File: config.mk
export PLATFORM = sky130hd
export DESIGN_NAME = pipe_hazard_ctrl_flat
export DESIGN_NICKNAME = d
export VERILOG_FILES = /design/src/rtl/pipe_hazard_ctrl_pkg.sv /design/src/rtl/pipe_hazard_ctrl_if.sv /design/src/rtl/pipe_hazard_ctrl_hazard_match.sv /design/src/rtl/pipe_hazard_ctrl.sv /design/src/flat_wrapper.sv
export SDC_FILE = /design/constraint.sdc
export NUM_CORES = 1
export LEC_CHECK = 0
export CAP_MARGIN = 20
export CORE_MARGIN = 2
export CORE_UTILIZATION = 48
export CTS_BUF_LIST = sky130_fd_sc_hd__clkbuf_8
export DETAILED_ROUTE_END_ITERATION = 7
export PLACE_DENSITY = 0.92
export SYNTH_ARGS = -nofsm -noshare
export SYNTH_HDL_FRONTEND = slang
export SYNTH_HIERARCHICAL = 1
export SYNTH_SLANG_ARGS = --single-unit
File: constraint.sdc
create_clock -name CLK -period 2.51 [get_ports CLK]
set_input_delay 0.3765 -clock CLK [delete_from_list [all_inputs] [get_ports CLK]]
set_output_delay 0.3765 -clock CLK [all_outputs]
set_load 0.005 [all_outputs]
File: src/rtl/pipe_hazard_ctrl_pkg.sv
`default_nettype none
// +----------------------------------------------------------------------+
// | pipe_pkg : shared state encoding and operand-select constants         |
// | Rev 1.0                                                              |
// +----------------------------------------------------------------------+
package pipe_pkg;
  typedef enum logic [1:0] {
    RUN   = 2'd0,
    MULT  = 2'd1,
    FLUSH = 2'd2
  } state_t;

  localparam logic [1:0] FWD_REG = 2'd0;
  localparam logic [1:0] FWD_EX  = 2'd1;
  localparam logic [1:0] FWD_WB  = 2'd2;
endpackage
`default_nettype wire

File: src/rtl/pipe_hazard_ctrl_if.sv
`default_nettype none
// +----------------------------------------------------------------------+
// | pipe_hazard_ctrl_if : pipeline-side decode/EX/WB view and controls    |
// | Rev 1.0                                                              |
// +----------------------------------------------------------------------+
interface pipe_hazard_ctrl_if #(
  parameter int REG_AW = 4,
  parameter int CNT_W  = 16
);
  logic              id_valid;
  logic [REG_AW-1:0] id_rs_a;
  logic [REG_AW-1:0] id_rs_b;
  logic              id_use_a;
  logic              id_use_b;
  logic              id_is_mult;
  logic [REG_AW-1:0] ex_rd;
  logic              ex_wb;
  logic [REG_AW-1:0] wb_rd;
  logic              wb_wb;
  logic              ex_branch_taken;
  logic [1:0]        fwd_a;
  logic [1:0]        fwd_b;
  logic              pc_we;
  logic              id_ex_we;
  logic              id_ex_bubble;
  logic              if_id_flush;
  logic [1:0]        state;
  logic [CNT_W-1:0]  stall_cycles;

  modport master (
    output id_valid, id_rs_a, id_rs_b, id_use_a, id_use_b, id_is_mult,
           ex_rd, ex_wb, wb_rd, wb_wb, ex_branch_taken,
    input  fwd_a, fwd_b, pc_we, id_ex_we, id_ex_bubble, if_id_flush,
           state, stall_cycles
  );

  modport slave (
    input  id_valid, id_rs_a, id_rs_b, id_use_a, id_use_b, id_is_mult,
           ex_rd, ex_wb, wb_rd, wb_wb, ex_branch_taken,
    output fwd_a, fwd_b, pc_we, id_ex_we, id_ex_bubble, if_id_flush,
           state, stall_cycles
  );
endinterface
`default_nettype wire

File: src/rtl/pipe_hazard_ctrl_hazard_match.sv
`default_nettype none
// +----------------------------------------------------------------------+
// | hazard_match : one source operand against EX/WB destinations          |
// | Rev 1.0                                                              |
// +----------------------------------------------------------------------+
module hazard_match
  import pipe_pkg::*;
#(
  parameter int REG_AW = 4
) (
  input  wire logic [REG_AW-1:0] i_rs,
  input  wire logic              i_use,
  input  wire logic [REG_AW-1:0] i_exRd,
  input  wire logic              i_exWb,
  input  wire logic [REG_AW-1:0] i_wbRd,
  input  wire logic              i_wbWb,
  output logic      [1:0]        o_fwdSel
);
  logic w_exHit;
  logic w_wbHit;

  // r0 is hardwired zero, so it can never carry a dependency
  assign w_exHit = i_use && (i_rs != '0) && i_exWb && (i_exRd == i_rs);
  assign w_wbHit = i_use && (i_rs != '0) && i_wbWb && (i_wbRd == i_rs);

  assign o_fwdSel = w_exHit ? FWD_EX : (w_wbHit ? FWD_WB : FWD_REG);
endmodule
`default_nettype wire

File: src/rtl/pipe_hazard_ctrl.sv
`default_nettype none
// +----------------------------------------------------------------------+
// | pipe_hazard_ctrl : RUN/MULT/FLUSH stall, flush and forward control    |
// | HAZ_FWD_EN defined: forwarding; undefined: RAW interlock stalls       |
// | Rev 1.0                                                              |
// +----------------------------------------------------------------------+
module pipe_hazard_ctrl
  import pipe_pkg::*;
#(
  parameter int REG_AW   = 4,
  parameter int MULT_LAT = 3,
  parameter int CNT_W    = 16
) (
  input wire logic          CLK,
  input wire logic          RST,
  pipe_hazard_ctrl_if.slave bus
);
  localparam int                  c_MCNT_W     = $clog2(MULT_LAT) + 1;
  localparam bit                  c_MULT_MULTI = (MULT_LAT > 1);
  localparam logic [c_MCNT_W-1:0] c_MCNT_INIT  = c_MCNT_W'((MULT_LAT > 1) ? MULT_LAT - 2 : 0);

  state_t              r_state;
  state_t              w_stateNext;
  logic [c_MCNT_W-1:0] r_mcnt;
  logic [c_MCNT_W-1:0] w_mcntNext;
  logic [CNT_W-1:0]    r_stallCnt;
  logic [1:0]          w_selA;
  logic [1:0]          w_selB;
  logic                w_rawStall;
  logic                w_pcWe;
  logic                w_idExWe;
  logic                w_bubble;
  logic                w_flush;

  hazard_match #(.REG_AW(REG_AW)) u_matchA (
    .i_rs    (bus.id_rs_a),
    .i_use   (bus.id_use_a),
    .i_exRd  (bus.ex_rd),
    .i_exWb  (bus.ex_wb),
    .i_wbRd  (bus.wb_rd),
    .i_wbWb  (bus.wb_wb),
    .o_fwdSel(w_selA)
  );

  hazard_match #(.REG_AW(REG_AW)) u_matchB (
    .i_rs    (bus.id_rs_b),
    .i_use   (bus.id_use_b),
    .i_exRd  (bus.ex_rd),
    .i_exWb  (bus.ex_wb),
    .i_wbRd  (bus.wb_rd),
    .i_wbWb  (bus.wb_wb),
    .o_fwdSel(w_selB)
  );

`ifdef HAZ_FWD_EN
  assign w_rawStall = 1'b0;
  assign bus.fwd_a  = RST ? FWD_REG : w_selA;
  assign bus.fwd_b  = RST ? FWD_REG : w_selB;
`else
  // Without bypass paths any producer still in flight forces an interlock
  assign w_rawStall = bus.id_valid && ((w_selA != FWD_REG) || (w_selB != FWD_REG));
  assign bus.fwd_a  = FWD_REG;
  assign bus.fwd_b  = FWD_REG;
`endif

  always_ff @(posedge CLK) begin
    if (RST) begin
      r_state <= RUN;
      r_mcnt  <= '0;
    end else begin
      r_state <= w_stateNext;
      r_mcnt  <= w_mcntNext;
    end
  end

  always_comb begin
    w_stateNext = r_state;
    w_mcntNext  = r_mcnt;
    w_pcWe      = 1'b1;
    w_idExWe    = 1'b1;
    w_bubble    = 1'b0;
    w_flush     = 1'b0;
    case (r_state)
      RUN: begin
        if (bus.ex_branch_taken) begin
          // Second bubble cycle covers the instruction memory latency
          w_bubble    = 1'b1;
          w_flush     = 1'b1;
          w_stateNext = FLUSH;
        end else if (w_rawStall) begin
          w_pcWe   = 1'b0;
          w_bubble = 1'b1;
        end else if (bus.id_valid && bus.id_is_mult && c_MULT_MULTI) begin
          w_stateNext = MULT;
          w_mcntNext  = c_MCNT_INIT;
        end
      end
      MULT: begin
        w_pcWe   = 1'b0;
        w_idExWe = 1'b0;
        if (r_mcnt == '0) begin
          w_stateNext = RUN;
        end else begin
          w_mcntNext = r_mcnt - c_MCNT_W'(1);
        end
      end
      FLUSH: begin
        w_bubble    = 1'b1;
        w_stateNext = RUN;
      end
      default: begin
        w_stateNext = RUN;
      end
    endcase
    if (RST) begin
      w_pcWe   = 1'b0;
      w_idExWe = 1'b1;
      w_bubble = 1'b1;
      w_flush  = 1'b1;
    end
  end

  always_ff @(posedge CLK) begin
    if (RST) begin
      r_stallCnt <= '0;
    end else if (!w_pcWe && (r_stallCnt != '1)) begin
      r_stallCnt <= r_stallCnt + CNT_W'(1);
    end
  end

  assign bus.pc_we        = w_pcWe;
  assign bus.id_ex_we     = w_idExWe;
  assign bus.id_ex_bubble = w_bubble;
  assign bus.if_id_flush  = w_flush;
  assign bus.state        = RST ? RUN : r_state;
  assign bus.stall_cycles = RST ? '0 : r_stallCnt;
endmodule
`default_nettype wire
File: src/flat_wrapper.sv
// flat-port wrapper written by rule: the top's interface ports become plain ports
module pipe_hazard_ctrl_flat import pipe_pkg::*;
#(
  parameter int REG_AW   = 4,
  parameter int MULT_LAT = 3,
  parameter int CNT_W    = 16
)
  (CLK, RST, bus_id_valid, bus_id_rs_a, bus_id_rs_b, bus_id_use_a, bus_id_use_b, bus_id_is_mult, bus_ex_rd, bus_ex_wb, bus_wb_rd, bus_wb_wb, bus_ex_branch_taken, bus_fwd_a, bus_fwd_b, bus_pc_we, bus_id_ex_we, bus_id_ex_bubble, bus_if_id_flush, bus_state, bus_stall_cycles);
  pipe_hazard_ctrl_if #(.REG_AW(REG_AW), .CNT_W(CNT_W)) bus_i ();
  input wire logic CLK;
  input wire logic RST;
  input wire logic [$bits(bus_i.id_valid)-1:0] bus_id_valid;
  input wire logic [$bits(bus_i.id_rs_a)-1:0] bus_id_rs_a;
  input wire logic [$bits(bus_i.id_rs_b)-1:0] bus_id_rs_b;
  input wire logic [$bits(bus_i.id_use_a)-1:0] bus_id_use_a;
  input wire logic [$bits(bus_i.id_use_b)-1:0] bus_id_use_b;
  input wire logic [$bits(bus_i.id_is_mult)-1:0] bus_id_is_mult;
  input wire logic [$bits(bus_i.ex_rd)-1:0] bus_ex_rd;
  input wire logic [$bits(bus_i.ex_wb)-1:0] bus_ex_wb;
  input wire logic [$bits(bus_i.wb_rd)-1:0] bus_wb_rd;
  input wire logic [$bits(bus_i.wb_wb)-1:0] bus_wb_wb;
  input wire logic [$bits(bus_i.ex_branch_taken)-1:0] bus_ex_branch_taken;
  output wire logic [$bits(bus_i.fwd_a)-1:0] bus_fwd_a;
  output wire logic [$bits(bus_i.fwd_b)-1:0] bus_fwd_b;
  output wire logic [$bits(bus_i.pc_we)-1:0] bus_pc_we;
  output wire logic [$bits(bus_i.id_ex_we)-1:0] bus_id_ex_we;
  output wire logic [$bits(bus_i.id_ex_bubble)-1:0] bus_id_ex_bubble;
  output wire logic [$bits(bus_i.if_id_flush)-1:0] bus_if_id_flush;
  output wire logic [$bits(bus_i.state)-1:0] bus_state;
  output wire logic [$bits(bus_i.stall_cycles)-1:0] bus_stall_cycles;
  assign bus_i.id_valid = bus_id_valid;
  assign bus_i.id_rs_a = bus_id_rs_a;
  assign bus_i.id_rs_b = bus_id_rs_b;
  assign bus_i.id_use_a = bus_id_use_a;
  assign bus_i.id_use_b = bus_id_use_b;
  assign bus_i.id_is_mult = bus_id_is_mult;
  assign bus_i.ex_rd = bus_ex_rd;
  assign bus_i.ex_wb = bus_ex_wb;
  assign bus_i.wb_rd = bus_wb_rd;
  assign bus_i.wb_wb = bus_wb_wb;
  assign bus_i.ex_branch_taken = bus_ex_branch_taken;
  assign bus_fwd_a = bus_i.fwd_a;
  assign bus_fwd_b = bus_i.fwd_b;
  assign bus_pc_we = bus_i.pc_we;
  assign bus_id_ex_we = bus_i.id_ex_we;
  assign bus_id_ex_bubble = bus_i.id_ex_bubble;
  assign bus_if_id_flush = bus_i.if_id_flush;
  assign bus_state = bus_i.state;
  assign bus_stall_cycles = bus_i.stall_cycles;
  pipe_hazard_ctrl #(.REG_AW(REG_AW), .MULT_LAT(MULT_LAT), .CNT_W(CNT_W)) u_core (.CLK(CLK), .RST(RST), .bus(bus_i));
endmodule
* Yosys cells after proc, flatten, opt, wreduce, memory -nomap -nowiden
Index checks and enable logic that the tools add are counted.
** Storage, ports and cells
- Flip-flop bits (word level) :: 21
- Input port bits :: 25
- Output and inout bits :: 26
** Operators by class
- Add/sub/neg operators :: 2
- Eq/ne operators :: 14
- Multiplexer cells :: 29
- Reduce and logical (&&, ||, !) cells :: 24
** Operators by type and width (number)
- 2-bit 2-to-1 mux :: 9
- 16-bit by 1-bit adder with 16-bit output, second input constant :: 1
- 4-bit equality test :: 4
- 16-bit 2-to-1 mux :: 1
- 16-bit inequality test, second input constant :: 1
- 1-bit logical AND :: 13
- 3-bit 2-to-1 mux :: 4
- 1-bit 2-to-1 mux :: 11
- 4-bit nonzero test :: 2
- 2-bit inequality test, second input constant :: 3
- 3-bit one-hot mux with 2 select lines :: 1
- 2-bit nonzero test :: 3
- 5-bit AND reduction :: 1
- 2-bit by 1-bit inequality test with 1-bit output, second input constant :: 2
- 1-bit one-hot mux with 2 select lines :: 2
- 2-bit one-hot mux with 2 select lines :: 1
- 3-bit zero test :: 1
- 3-bit by 2-bit inequality test with 1-bit output, second input constant :: 1
- 3-bit inequality test, second input constant :: 1
- 3-bit AND reduction :: 1
- 3-bit by 1-bit subtractor with 3-bit output, second input constant :: 1
- 2-bit by 1-bit equality test with 1-bit output, second input constant :: 1
- 2-bit equality test, second input constant :: 1
- 2-bit zero test :: 1
- other kinds (2) :: 2

* Logic depth before layout (Yosys ltp)
Gate-level depths: netlist (run 1).
- Word-level depth :: 15
- Mapped depth :: 10
- Mapped depth without buffers :: 8

* Modules after synthesis
The synthesis (run 1) kept the hierarchy.
** By module, submodules not included
- pipe_hazard_ctrl :: times used 1, cells each 153, area each 1322.5 µm²
- hazard_match :: times used 2, cells each 16, area each 123.9 µm²

* Worst setup path before layout (run 1)
No wires, ideal clock.
- Kind :: input-to-output
- From :: input port bus_id_rs_a[1]
- To :: output port bus_id_ex_bubble
- Arrival :: 1.947 ns
- Required time :: 2.134 ns
- Slack :: 0.187 ns
- Stages on the path :: 7
- Path through :: o41ai_1 -> nor2_1 -> buf_4 -> nor4_2 -> inv_1 -> a2111oi_0 -> nor2_1
** On the way
- Elaborated cells on any way between the ends :: 17
- Those cells by class :: 2 x eq/ne; 6 x mux; 9 x reduce/logical
** RTL lines
- from (decl) :: line flat_wrapper.sv:13 : input wire logic [$bits(bus_i.id_rs_a)-1:0] bus_id_rs_a;
- 4-bit nonzero test :: line pipe_hazard_ctrl_hazard_match.sv:23 : assign w_exHit = i_use && (i_rs != '0) && i_exWb && (i_exRd == i_rs);
- 1-bit logical AND (2 in a row) :: line pipe_hazard_ctrl_hazard_match.sv:23
- 1-bit logical AND (*) :: line pipe_hazard_ctrl_hazard_match.sv:23
- net u_core.u_matchA.w_exHit :: line pipe_hazard_ctrl_hazard_match.sv:19 : logic w_exHit;
- 2-bit 2-to-1 mux (*) :: line pipe_hazard_ctrl_hazard_match.sv:26 : assign o_fwdSel = w_exHit ? FWD_EX : (w_wbHit ? FWD_WB : FWD_REG);
- net u_core.w_selA[0] :: line pipe_hazard_ctrl.sv:27 : logic [1:0] w_selA;
- 2-bit nonzero test (*) :: line pipe_hazard_ctrl.sv:61 : assign w_rawStall = bus.id_valid && ((w_selA != FWD_REG) || (w_selB != FWD_REG));
- 1-bit logical OR (*) :: line pipe_hazard_ctrl.sv:61
- 1-bit logical AND (*) :: line pipe_hazard_ctrl.sv:61
- 1-bit 2-to-1 mux (*) :: line pipe_hazard_ctrl.sv:90 : end else if (w_rawStall) begin
- 1-bit 2-to-1 mux (*) :: line pipe_hazard_ctrl.sv:85 : if (bus.ex_branch_taken) begin
- 1-bit one-hot mux with 2 select lines (*) :: line pipe_hazard_ctrl.sv:83 : case (r_state)
- 1-bit 2-to-1 mux (*) :: line pipe_hazard_ctrl.sv:115 : if (RST) begin
- to (decl) :: line flat_wrapper.sv:27 : output wire logic [$bits(bus_i.id_ex_bubble)-1:0] bus_id_ex_bubble;
Mark *: on every way through the listed nets, which the timed path passes. The rest lies on a longest branch.

* Worst setup path in the final report (run 1)
- From :: input port bus_id_rs_b[2]
- To :: output port bus_pc_we
** On the way
- Elaborated cells on any way between the ends :: 17
- Those cells by class :: 2 x eq/ne; 6 x mux; 9 x reduce/logical
** RTL lines
- from (decl) :: line flat_wrapper.sv:14 : input wire logic [$bits(bus_i.id_rs_b)-1:0] bus_id_rs_b;
- 4-bit nonzero test :: line pipe_hazard_ctrl_hazard_match.sv:23
- 1-bit logical AND (2 in a row) :: line pipe_hazard_ctrl_hazard_match.sv:23
- 1-bit logical AND (*) :: line pipe_hazard_ctrl_hazard_match.sv:23
- 2-bit 2-to-1 mux (*) :: line pipe_hazard_ctrl_hazard_match.sv:26
- net u_core.w_selB[0] :: line pipe_hazard_ctrl.sv:28 : logic [1:0] w_selB;
- 2-bit nonzero test (*) :: line pipe_hazard_ctrl.sv:61
- 1-bit logical OR (*) :: line pipe_hazard_ctrl.sv:61
- 1-bit logical AND (*) :: line pipe_hazard_ctrl.sv:61
- 1-bit 2-to-1 mux (*) :: line pipe_hazard_ctrl.sv:90
- 1-bit 2-to-1 mux (*) :: line pipe_hazard_ctrl.sv:85
- 1-bit one-hot mux with 2 select lines (*) :: line pipe_hazard_ctrl.sv:83
- 1-bit 2-to-1 mux (*) :: line pipe_hazard_ctrl.sv:115
- to (decl) :: line flat_wrapper.sv:25 : output wire logic [$bits(bus_i.pc_we)-1:0] bus_pc_we;
Marks and branches as above.

==> results of run 1 <==
## worst paths after layout
kind | startpoint | endpoint | slack, ns | depth (start not counted)
setup / recovery | bus_id_rs_b[2] | bus_pc_we | 0.02 | 12
hold / removal | u_core/r_mcnt[2] | u_core/r_mcnt[2] | 0.48 | 2
setup reg to reg | u_core/r_stallCnt[1] | u_core/r_stallCnt[1] | 0.34 | 5
hold reg to reg | u_core/r_mcnt[2] | u_core/r_mcnt[2] | 0.48 | 2
## synth_stat cells (3+ instances only)
library cell  count
dfxtp_1          21
nor2b_1          19
nor2_1           16
nor3_1           12
nand3_1          11
mux2_2           10
xnor2_1          10
a21oi_1           8
buf_4             6
nand2_1           6
xor2_1            6
o21ai_0           5
clkbuf_1          4
inv_1             4
nand2b_1          4
ha_1              3
nor4_1            3
o41ai_1           3
or4_1             3
## flip-flops by register name (all words and copies together), names as in the netlist
register and cells:
u_core/r_state 2, u_core/r_mcnt 3, u_core/r_stallCnt 16
## metrics by stage
step | hold WS (ns) | power [mW] | utilization | setup TNS (ns)
3_5_place_dp | 0.4725 | 0.4987 | 0.7004 | -8.969
6_report | 0.4845 | 0.7499 | 0.7772 | 0
2_1_floorplan | 0.4496 | 0.4143 | - | 0
5_1_grt | 0.5127 | 0.7770 | 0.7772 | -0.06193
4_1_cts | 0.4831 | 0.7298 | 0.7533 | -0.06637
3_3_place_gp | 0.4593 | 0.4940 | 0.7004 | -7.436
## layer usage
| layer | global-route usage | vias to the layer above |
|---|---|---|
| li1 | - | 784 |
| met2 | 0.5030 | 92 |
| met5 | 0 | - |
| met3 | 0.04622 | 19 |
| met4 | 0.1335 | 0 |
| met1 | 0.3040 | 808 |
## cell type report
class / instances / area, sq um / share of cell area
clock buffer: 3 / 41.29 / 0.01726
clock inverter: 1 / 5.005 / 0.002092
inverter: 4 / 15.01 / 0.006276
multi-input combinational: 152 / 1320 / 0.5518
sequential: 21 / 420.4 / 0.1757
tap: 44 / 55.05 / 0.02301
timing repair buffer: 64 / 535.5 / 0.2238
## power by group through the flow
| stage | clock network, mW | logic [mW] | registers (mW) |
|---|---|---|---|
| 6_report | 0.226 | 0.180 | 0.343 |
| 5_1_grt | 0.241 | 0.192 | 0.344 |
| 4_1_cts | 0.231 | 0.156 | 0.343 |
| 3_5_place_dp | 0 | 0.149 | 0.349 |
| 3_3_place_gp | 0 | 0.145 | 0.349 |
| 2_1_floorplan | 0 | 0.0680 | 0.346 |
## timing repair
action	CTS	global route
gates resized for setup	55	50
endpoints found under the setup margin	18	13
cloned	1	0
pin swaps	18	23
setup buffers	1	3
## kinds of logic after synthesis
logic type / Yosys count / synth area share
buffers and inverters: 16 / 0.05337
AND/OR/NAND/NOR: 95 / 0.3888
XOR/XNOR: 16 / 0.08924
other: 1 / 0.002388
AO/OA/AOI/OAI: 22 / 0.09323
adder cells (fa/ha/maj): 3 / 0.02391
multiplexers: 11 / 0.08127
flip-flops: 21 / 0.2677
## worst reg2reg max path, cell delays in order, from the launching register on
cell and delay [ns]:
dfxtp_1 0.42, ha_1 0.31, nand4_4 0.18, nor4_4 0.67, o21ai_0 0.27, a21oi_1 0.25
==> summary.txt, run 1 <==
Cell Rows - 20
CP Max Fanout - 4
Pleak - 0.9521 nW
CP max stage cell - nor3_1
Met1 wire length - 1.949 mm
Num CTS Buffers - 3
Synth area leader - dfxtp_1
Final Skew - 0.007737 ns
Met2 wire length - 2.673 mm
Crit path cell chain - buf_4 > xor2_1 > nor3_1 > nand3_1 > buf_4 > nor2_4 > nor4_4 > buf_4 > buf_4 > o31ai_4 > nor2_1 > buf_2
Combinational cell fraction of total power - 0.241
Ys async rst share - 0
Worst Setup Slack, final - 0.02465 ns
Sequential power share - 0.458
Clock latency reported for the late side of the worst-skew pair - 0.26 ns
Mapped Cells - 185
Total Wirelength - 5.191 mm
Final setup vio count - 0
Worst vdd ir - 0.3059 mV
CTS root buf - clkbuf_8
Setup CP Type - in -> out
Final #Nets - 274
Hold Fails Final Rpt - 0
DR pass1 iterations - 4
Fmax - 402.4 MHz
Cell Area, Synth - 1570 sq um
WL met3 - 394 microns
Ant diodes - 0
DRT antenna net count - 0
Pre-CTS WS - -0.6543 ns
Placer Congestion - 0.8298
Largest net degree at the start of global routing - 19
Die Area - 3745 sq um
Seq/Total Area, Yosys - 0.2677
CTS Buffer Depth - 2
TritonCTS Sinks - 21
Worst endpoint required time - 2.13 ns
Outcome - completed
EDFF count, synth - 0
Clk pwr share - 0.301
Mean post-synth cell area - 8.488 sq um
Fin area - 2392 sq um
CP most frequent cell - buf_4
Share of Yosys cell area claimed by the top area cell type - 0.2677
Vias in the first global route - 1628
Max cap viols - 0
Gr usage total - 0.2745
CP top delay family - buffers and inverters
Hold_buf cts - 0
Top post-synthesis cells by area - dfxtp_1 27%, nor2b_1 7.6%, mux2_2 7.2%
Cells after DPL - 283
First-pass GRT wire length - 7.541 mm
Most frequent cells in the layout - 25 x clkdlybuf4s50_1, 21 x dfxtp_1, 19 x nor2b_1
Max-slew violations - 0
Max incr delay on CP - 0.24 ns
Prevailing post-synth register cell - dfxtp_1
CP Launch Type - primary input
P_int - 0.5373 mW
Synth warn - 6
Final period utilization - 0.9902
Core area - 3078 sq um
Initial Util - 0.5102
Worst Hold Class - reg -> reg
Cell variety after synth - 44
Final min period - 2.485 ns
Initial DRC count - 93
WL/cell - 17.96 microns
Dpl hpwl - 3.049 mm
Sw frac - 0.2835
Drt drc - 0
Seq cells post-synth - 21
Share of cells above drive strength 1 - 0.3469
Port bufs - 46
Antenna violations before repair - 0
Clk pin slew, worst setup/hold paths - 0.07 ns
Gr ovfl total - 0
Rel. slew slack - 0.5453
Vias per inst - 5.893
Highest Signal Layer - met4
Fillers - 207
Die width - 61.20 microns
Net switching power - 0.2126 mW
Area Growth Syn to Fin - 52.35%
Most common cell after layout, fill and taps aside - clkdlybuf4s50_1
Crit path DAT - 2.11 ns
Die H - 61.20 microns
Dpl cell area - 2156 sq um
Layout Cells excl Fill - 289
Ports - 51
Worst Path Buf+Inv - 5
CTS tree - yes
PD cells - 313.5 nW/um^2
H-tree levels - 1
Crit path capture type - primary output
Worst Tran Pin Value - 0.6769 ns
Vias after detailed routing - 1703
No activity file was read; power rests on OpenSTA's default activity.
==> run 2: changes to the inputs <==
MAX_ROUTING_LAYER = met4   (was default)
==> run 2 against run 1 <==
Flip-flop and latch count did not move. Count of clock-buffer cells in the layout stayed put. Cell area unchanged. Die area stayed put. Global-route usage up 0.86 points. Total power shrank 0.12%.
==> summary.txt, run 2 (synthesis gave the netlist of run 1 again) <==
Fillers - 207 (unchanged)
Worst Setup Slack, final - 0.02716 ns (+0.002512 ns)
Core area - 3078 sq um (unchanged)
Sw frac - 0.2827 (-0.0008068)
WL/cell - 17.82 microns (-0.77%)
Vias in the first global route - 1624 (-0.25%)
Die H - 61.20 microns (unchanged)
Hold Fails Final Rpt - 0 (unchanged)
Final period utilization - 0.9892 (-0.001001)
CTS Buffer Depth - 2 (unchanged)
Biggest register - u_core/r_stallCnt
Worst Hold Class - reg -> reg
Share of cells above drive strength 1 - 0.3469 (unchanged)
DRT antenna net count - 0 (unchanged)
Vias after detailed routing - 1714 (+0.65%)
PD cells - 313.1 nW/um^2 (-0.12%)
Gr usage total - 0.2831 (+0.008619)
Worst Tran Pin Value - 0.6776 ns (+0.0006884 ns)
Worst reg-to-reg setup slack - 0.34 ns (about the same)
Setup CP Type - in -> out
Die Area - 3745 sq um (unchanged)
Placer Congestion - 0.8425 (+1.5%)
Final min period - 2.483 ns (-0.002512 ns)
Max-slew violations - 0 (unchanged)
Ports - 51 (unchanged)
Largest net degree at the start of global routing - 19 (unchanged)
Most frequent cells in the layout - 25 x clkdlybuf4s50_1, 21 x dfxtp_1, 19 x nor2b_1
CTS root buf - clkbuf_8
Num CTS Buffers - 3 (unchanged)
Clk pwr share - 0.301 (about the same)
Gr ovfl total - 0 (unchanged)
Total Wirelength - 5.151 mm (-0.77%)
Pleak - 0.9521 nW (unchanged)
CP Max Fanout - 4 (unchanged)
Outcome - completed
Layout Cells excl Fill - 289 (unchanged)
Port bufs - 46 (unchanged)
Vias per inst - 5.931 (+0.65%)
Pre-CTS WS - -0.6543 ns (unchanged)
Worst endpoint required time - 2.13 ns (about the same)
Cells after DPL - 283 (unchanged)
Worst vdd ir - 0.3051 mV (-0.26%)
Antenna violations before repair - 0 (unchanged)
Final setup vio count - 0 (unchanged)
Initial DRC count - 100 (+7.5%)
First-pass GRT wire length - 7.555 mm (+0.19%)
Dpl hpwl - 3.049 mm (unchanged)
CP Launch Type - primary input
Final Skew - 0.007645 ns (-0.00009145 ns)
Max reg flops - 16 (unchanged)
Max cap viols - 0 (unchanged)
Final #Nets - 274 (unchanged)
CTS tree - yes
P_int - 0.5373 mW (about the same)
Die width - 61.20 microns (unchanged)
Clock latency reported for the late side of the worst-skew pair - 0.26 ns (about the same)
Cell Rows - 20 (unchanged)
Rel. slew slack - 0.5448 (about the same)
Combinational cell fraction of total power - 0.241 (about the same)
Crit path DAT - 2.11 ns (about the same)
Initial Util - 0.5102 (unchanged)
Crit path capture type - primary output
Fmax - 402.8 MHz (+0.10%)
Post-layout util - 0.7772 (unchanged)
Area Growth Syn to Fin - 52.35% (unchanged)
Clk pin slew, worst setup/hold paths - 0.07 ns (about the same)
TritonCTS Sinks - 21 (unchanged)
Drt drc - 0 (unchanged)
H-tree levels - 1 (unchanged)
Sequential power share - 0.458 (about the same)
DR pass1 iterations - 4 (unchanged)
Most common cell after layout, fill and taps aside - clkdlybuf4s50_1
Largest registers - u_core/r_stallCnt x16, u_core/r_mcnt x3, u_core/r_state x2
Net switching power - 0.2118 mW (-0.40%)
Ant diodes - 0 (unchanged)
==> run 2: cell counts in the layout (fill, tap and decap cells not counted) <==
No cell type changed its count.
==> run 2: cell type report <==
cell class,instances,area (sq um),share of cell area
well taps,44,55.05,0.02301
flip-flops and latches,21,420.4,0.1757
clock inverters,1,5.005,0.002092
repair buffers,64,535.5,0.2238
inverters,4,15.01,0.006276
clock buffers,3,41.29,0.01726
multi-input cells,152,1320,0.5518
==> run 2: critical path: stages <==
cell and delay (ns):
buf_4 0.13, xor2_1 0.14, nor3_1 0.24, nand3_1 0.17, buf_4 0.18, nor2_4 0.09
nor4_4 0.05, buf_4 0.16, buf_4 0.14, o31ai_4 0.23, nor2_1 0.07, buf_2 0.13
==> run 2: routing by layer <==
| layer | part of all wire | GRT usage | routed length, microns | vias up |
|---|---|---|---|---|
| li1 | - | - | - | 783 |
| met1 | 0.38 | 0.3053 | 1957 | 824 |
| met2 | 0.51 | 0.5015 | 2649 | 88 |
| met3 | 0.073 | 0.04622 | 374 | 19 |
| met4 | 0.033 | 0.1335 | 170 | 0 |
| met5 | 0 | - | 0 | - |
==> run 2: timing repair <==
action | 4_1_cts | 5_1_grt
setup buffers | 1 | 3
setup endpoints to repair | 18 | 13
hold buffers | 0 | 0
cloned | 1 | 0
pin swaps | 18 | 23
resized for setup | 55 | 50
==> run 2: path summary, 6_finish.rpt <==
check,from,to,depth (start not counted)
hold reg to reg,u_core/r_mcnt[2],u_core/r_mcnt[2],2
setup / recovery,bus_id_rs_b[2],bus_pc_we,12
setup reg to reg,u_core/r_stallCnt[1],u_core/r_stallCnt[1],5
hold / removal,u_core/r_mcnt[2],u_core/r_mcnt[2],2
==> run 2: power groups by stage <==
| stage | Clock [mW] | Sequential, mW | Combinational [mW] |
|---|---|---|---|
| 6_report | 0.225 | 0.343 | 0.180 |
| 4_1_cts | 0.231 | 0.343 | 0.156 |
| 5_1_grt | 0.241 | 0.344 | 0.192 |
| 3_5_place_dp | 0 | 0.349 | 0.149 |
| 3_3_place_gp | 0 | 0.349 | 0.145 |
| 2_1_floorplan | 0 | 0.346 | 0.0680 |
==> run 2: stage by stage <==
stage                     power, mW  hold WS, ns  area [sq um]  setup TNS [ns]
after floorplan              0.4143       0.4496          1582               0
after global placement       0.4940       0.4593          2156          -7.436
after detailed placement     0.4987       0.4725          2156          -8.969
after CTS                    0.7298       0.4831          2318        -0.06637
after global routing         0.7770       0.5127          2392        -0.06193
final                        0.7490       0.4822          2392               0
==> run 3: changes to the inputs <==
SETUP_SLACK_MARGIN = 0.02   (was default)
==> run 3 against run 2 <==
Non-clock buffer count is 1 higher. Critical path depth unchanged. Utilization increased by 3.3 points. Cell area increased by 4.2%. Critical path type is now in -> reg. The flow now finishes with violations (negative setup slack). Fmax fell by 5.2%.
==> summary.txt, run 3 (synthesis gave the netlist of run 1 again) <==
Outcome - finished, violations left
Violated checks - negative setup slack
Max reg flops - 16 (unchanged)
First-pass GRT wire length - 7.251 mm (-4.0%)
CP Max Fanout - 7 (+3)
Pre-CTS WS - -0.6543 ns (unchanged)
Ant diodes - 0 (unchanged)
Min Hold Slack - 0.4804 ns (-0.001725 ns)
Register area - 420.4 sq um (unchanged)
Vias per inst - 6.176 (+4.1%)
Port bufs - 46 (unchanged)
Setup TNS - -0.3490 ns (-0.3490 ns)
PD cells - 309.8 nW/um^2 (-1.0%)
Biggest register - u_core/r_stallCnt
Crit path cell chain - buf_2 > xor2_1 > nor3_1 > nand3_1 > buf_4 > nor2_4 > nor4_4 > buf_4 > buf_6 > o31a_4 > nor4_4 > mux2_4
Core area - 3078 sq um (unchanged)
Fmax - 381.9 MHz (-5.2%)
Antenna violations before repair - 0 (unchanged)
DR pass1 iterations - 4 (unchanged)
Placer Congestion - 0.8425 (unchanged)
Cells after DPL - 283 (unchanged)
Max incr delay on CP - 0.41 ns (+0.17 ns)
CTS Buffer Depth - 2 (unchanged)
Crit path DAT - 2.78 ns (+0.67 ns)
Pleak - 0.9869 nW (+3.6%)
Largest net degree at the start of global routing - 19 (unchanged)
TritonCTS Sinks - 21 (unchanged)
Worst vdd ir - 0.3105 mV (+1.8%)
Most common cell after layout, fill and taps aside - clkdlybuf4s50_1
Worst Setup Slack, final - -0.1083 ns (-0.1355 ns)
Fillers - 188 (-9.2%)
Final #Nets - 275 (+0.36%)
Max cap viols - 0 (unchanged)
Worst Path Buf+Inv - 4 (-1)
Clk pin slew, worst setup/hold paths - 0.08 ns (about the same)
Setup CP Type - in -> reg
Initial DRC count - 71 (-29%)
Vias in the first global route - 1614 (-0.62%)
Drt drc - 0 (unchanged)
Cell Rows - 20 (unchanged)
Rel. slew slack - 0.4954 (-0.04940)
Share of cells above drive strength 1 - 0.3740 (+0.02704)
Worst Tran Pin Value - 0.7513 ns (+0.07367 ns)
Max-slew violations - 0 (unchanged)
Num CTS Buffers - 3 (unchanged)
Final period utilization - 1.043 (+0.05397)
Area occupied by multi-input gates - 1373 sq um (+4.0%)
Post-layout util - 0.8102 (+0.03293)
Hold Fails Final Rpt - 0 (unchanged)
Die width - 61.20 microns (unchanged)
Gr ovfl total - 0 (unchanged)
Gr usage total - 0.2737 (-0.009421)
CTS root buf - clkbuf_8
Final setup vio count - 10 (+10)
Crit path capture type - register
Initial Util - 0.5102 (unchanged)
Worst Hold Class - reg -> reg
Final Skew - 0.008918 ns (+0.001273 ns)
WL/cell - 19.65 microns (+10%)
Most frequent cells in the layout - 24 x clkdlybuf4s50_1, 21 x dfxtp_1, 19 x nor2b_1
Ports - 51 (unchanged)
Total Wirelength - 5.699 mm (+11%)
Worst endpoint required time - 2.67 ns (+0.54 ns)
DRT antenna net count - 0 (unchanged)
CP max stage cell - o31a_4
Vias after detailed routing - 1791 (+4.5%)
CP Launch Type - primary input
CTS tree - yes
RSZ-0062 raised after global routing - yes
Area Growth Syn to Fin - 58.80%
Dpl hpwl - 3.049 mm (unchanged)
Die Area - 3745 sq um (unchanged)
Final min period - 2.618 ns (+0.1355 ns)
Die H - 61.20 microns (unchanged)
Layout Cells excl Fill - 290 (+0.35%)
H-tree levels - 1 (unchanged)
Largest registers - u_core/r_stallCnt x16, u_core/r_mcnt x3, u_core/r_state x2
CP top delay family - simple AND/OR/NAND/NOR gates
Clock latency reported for the late side of the worst-skew pair - 0.27 ns (about the same)
==> run 3: cell types whose count changed in the layout (fill, tap and decap cells not counted), moves of 2 or more <==
cell / delta
buf_4: -2
buf_6: +4
buf_8: +2
clkbuf_2: -3
nor3_1: -3
nor3_2: +2
==> run 3: final cells by class <==
type,count,share of cell area
clock buffer,3,0.01656
clock inverter,1,0.002007
inverter,4,0.006021
multi-input combinational,152,0.5504
sequential,21,0.1686
tap,44,0.02208
timing repair buffer,65,0.2343
==> run 3: worst paths after layout <==
kind,startpoint,slack [ns],end,cells past startpoint
max reg2reg,u_core/r_stallCnt[1],0.28,u_core/r_stallCnt[3],5
min reg2reg,u_core/r_mcnt[2],0.48,u_core/r_mcnt[2],2
min,u_core/r_mcnt[2],0.48,u_core/r_mcnt[2],2
max,bus_ex_rd[0],-0.11,u_core/r_stallCnt[11],12
==> run 3: timing repair <==
item | CTS | global route
setup endpoints to repair | 19 | 13
pin swaps | 19 | 28
hold buffers | 0 | 0
cloned | 1 | 0
gates resized for setup | 65 | 65
setup buffers | 1 | 2
hold endpoints to repair | 0 | 0
==> run 3: power by group <==
group / leakage [nW] / switching [mW] / total (mW) / internal [mW]
Combinational: 0.792 / 0.0988 / 0.200 / 0.101
Sequential: 0.170 / 0.00742 / 0.344 / 0.336
Clock: 0.0255 / 0.118 / 0.229 / 0.111
Total: 0.987 / 0.224 / 0.773 / 0.548
==> run 3: per-layer routing <==
metal,vias up,part of all wire,GRT usage
li1,789,-,-
met1,879,0.35,0.2975
met2,99,0.53,0.4772
met3,24,0.078,0.05252
met4,0,0.040,0.1273
met5,-,0,-
==> run 3: through the flow <==
| step | total power, mW | area (sq um) |
|---|---|---|
| after global placement | 0.4940 | 2156 |
| after CTS | 0.7290 | 2317 |
| after floorplan | 0.4143 | 1582 |
| final | 0.7726 | 2494 |
| after detailed placement | 0.4987 | 2156 |
| after global routing | 0.7974 | 2494 |
==> run 3: worst register-to-register path, cell delays in order (launching register included) <==
cell and delay, ns:
dfxtp_1 0.42, ha_1 0.33, nand4_4 0.19, nor4_4 0.74, nor4b_4 0.11, mux2_4 0.32
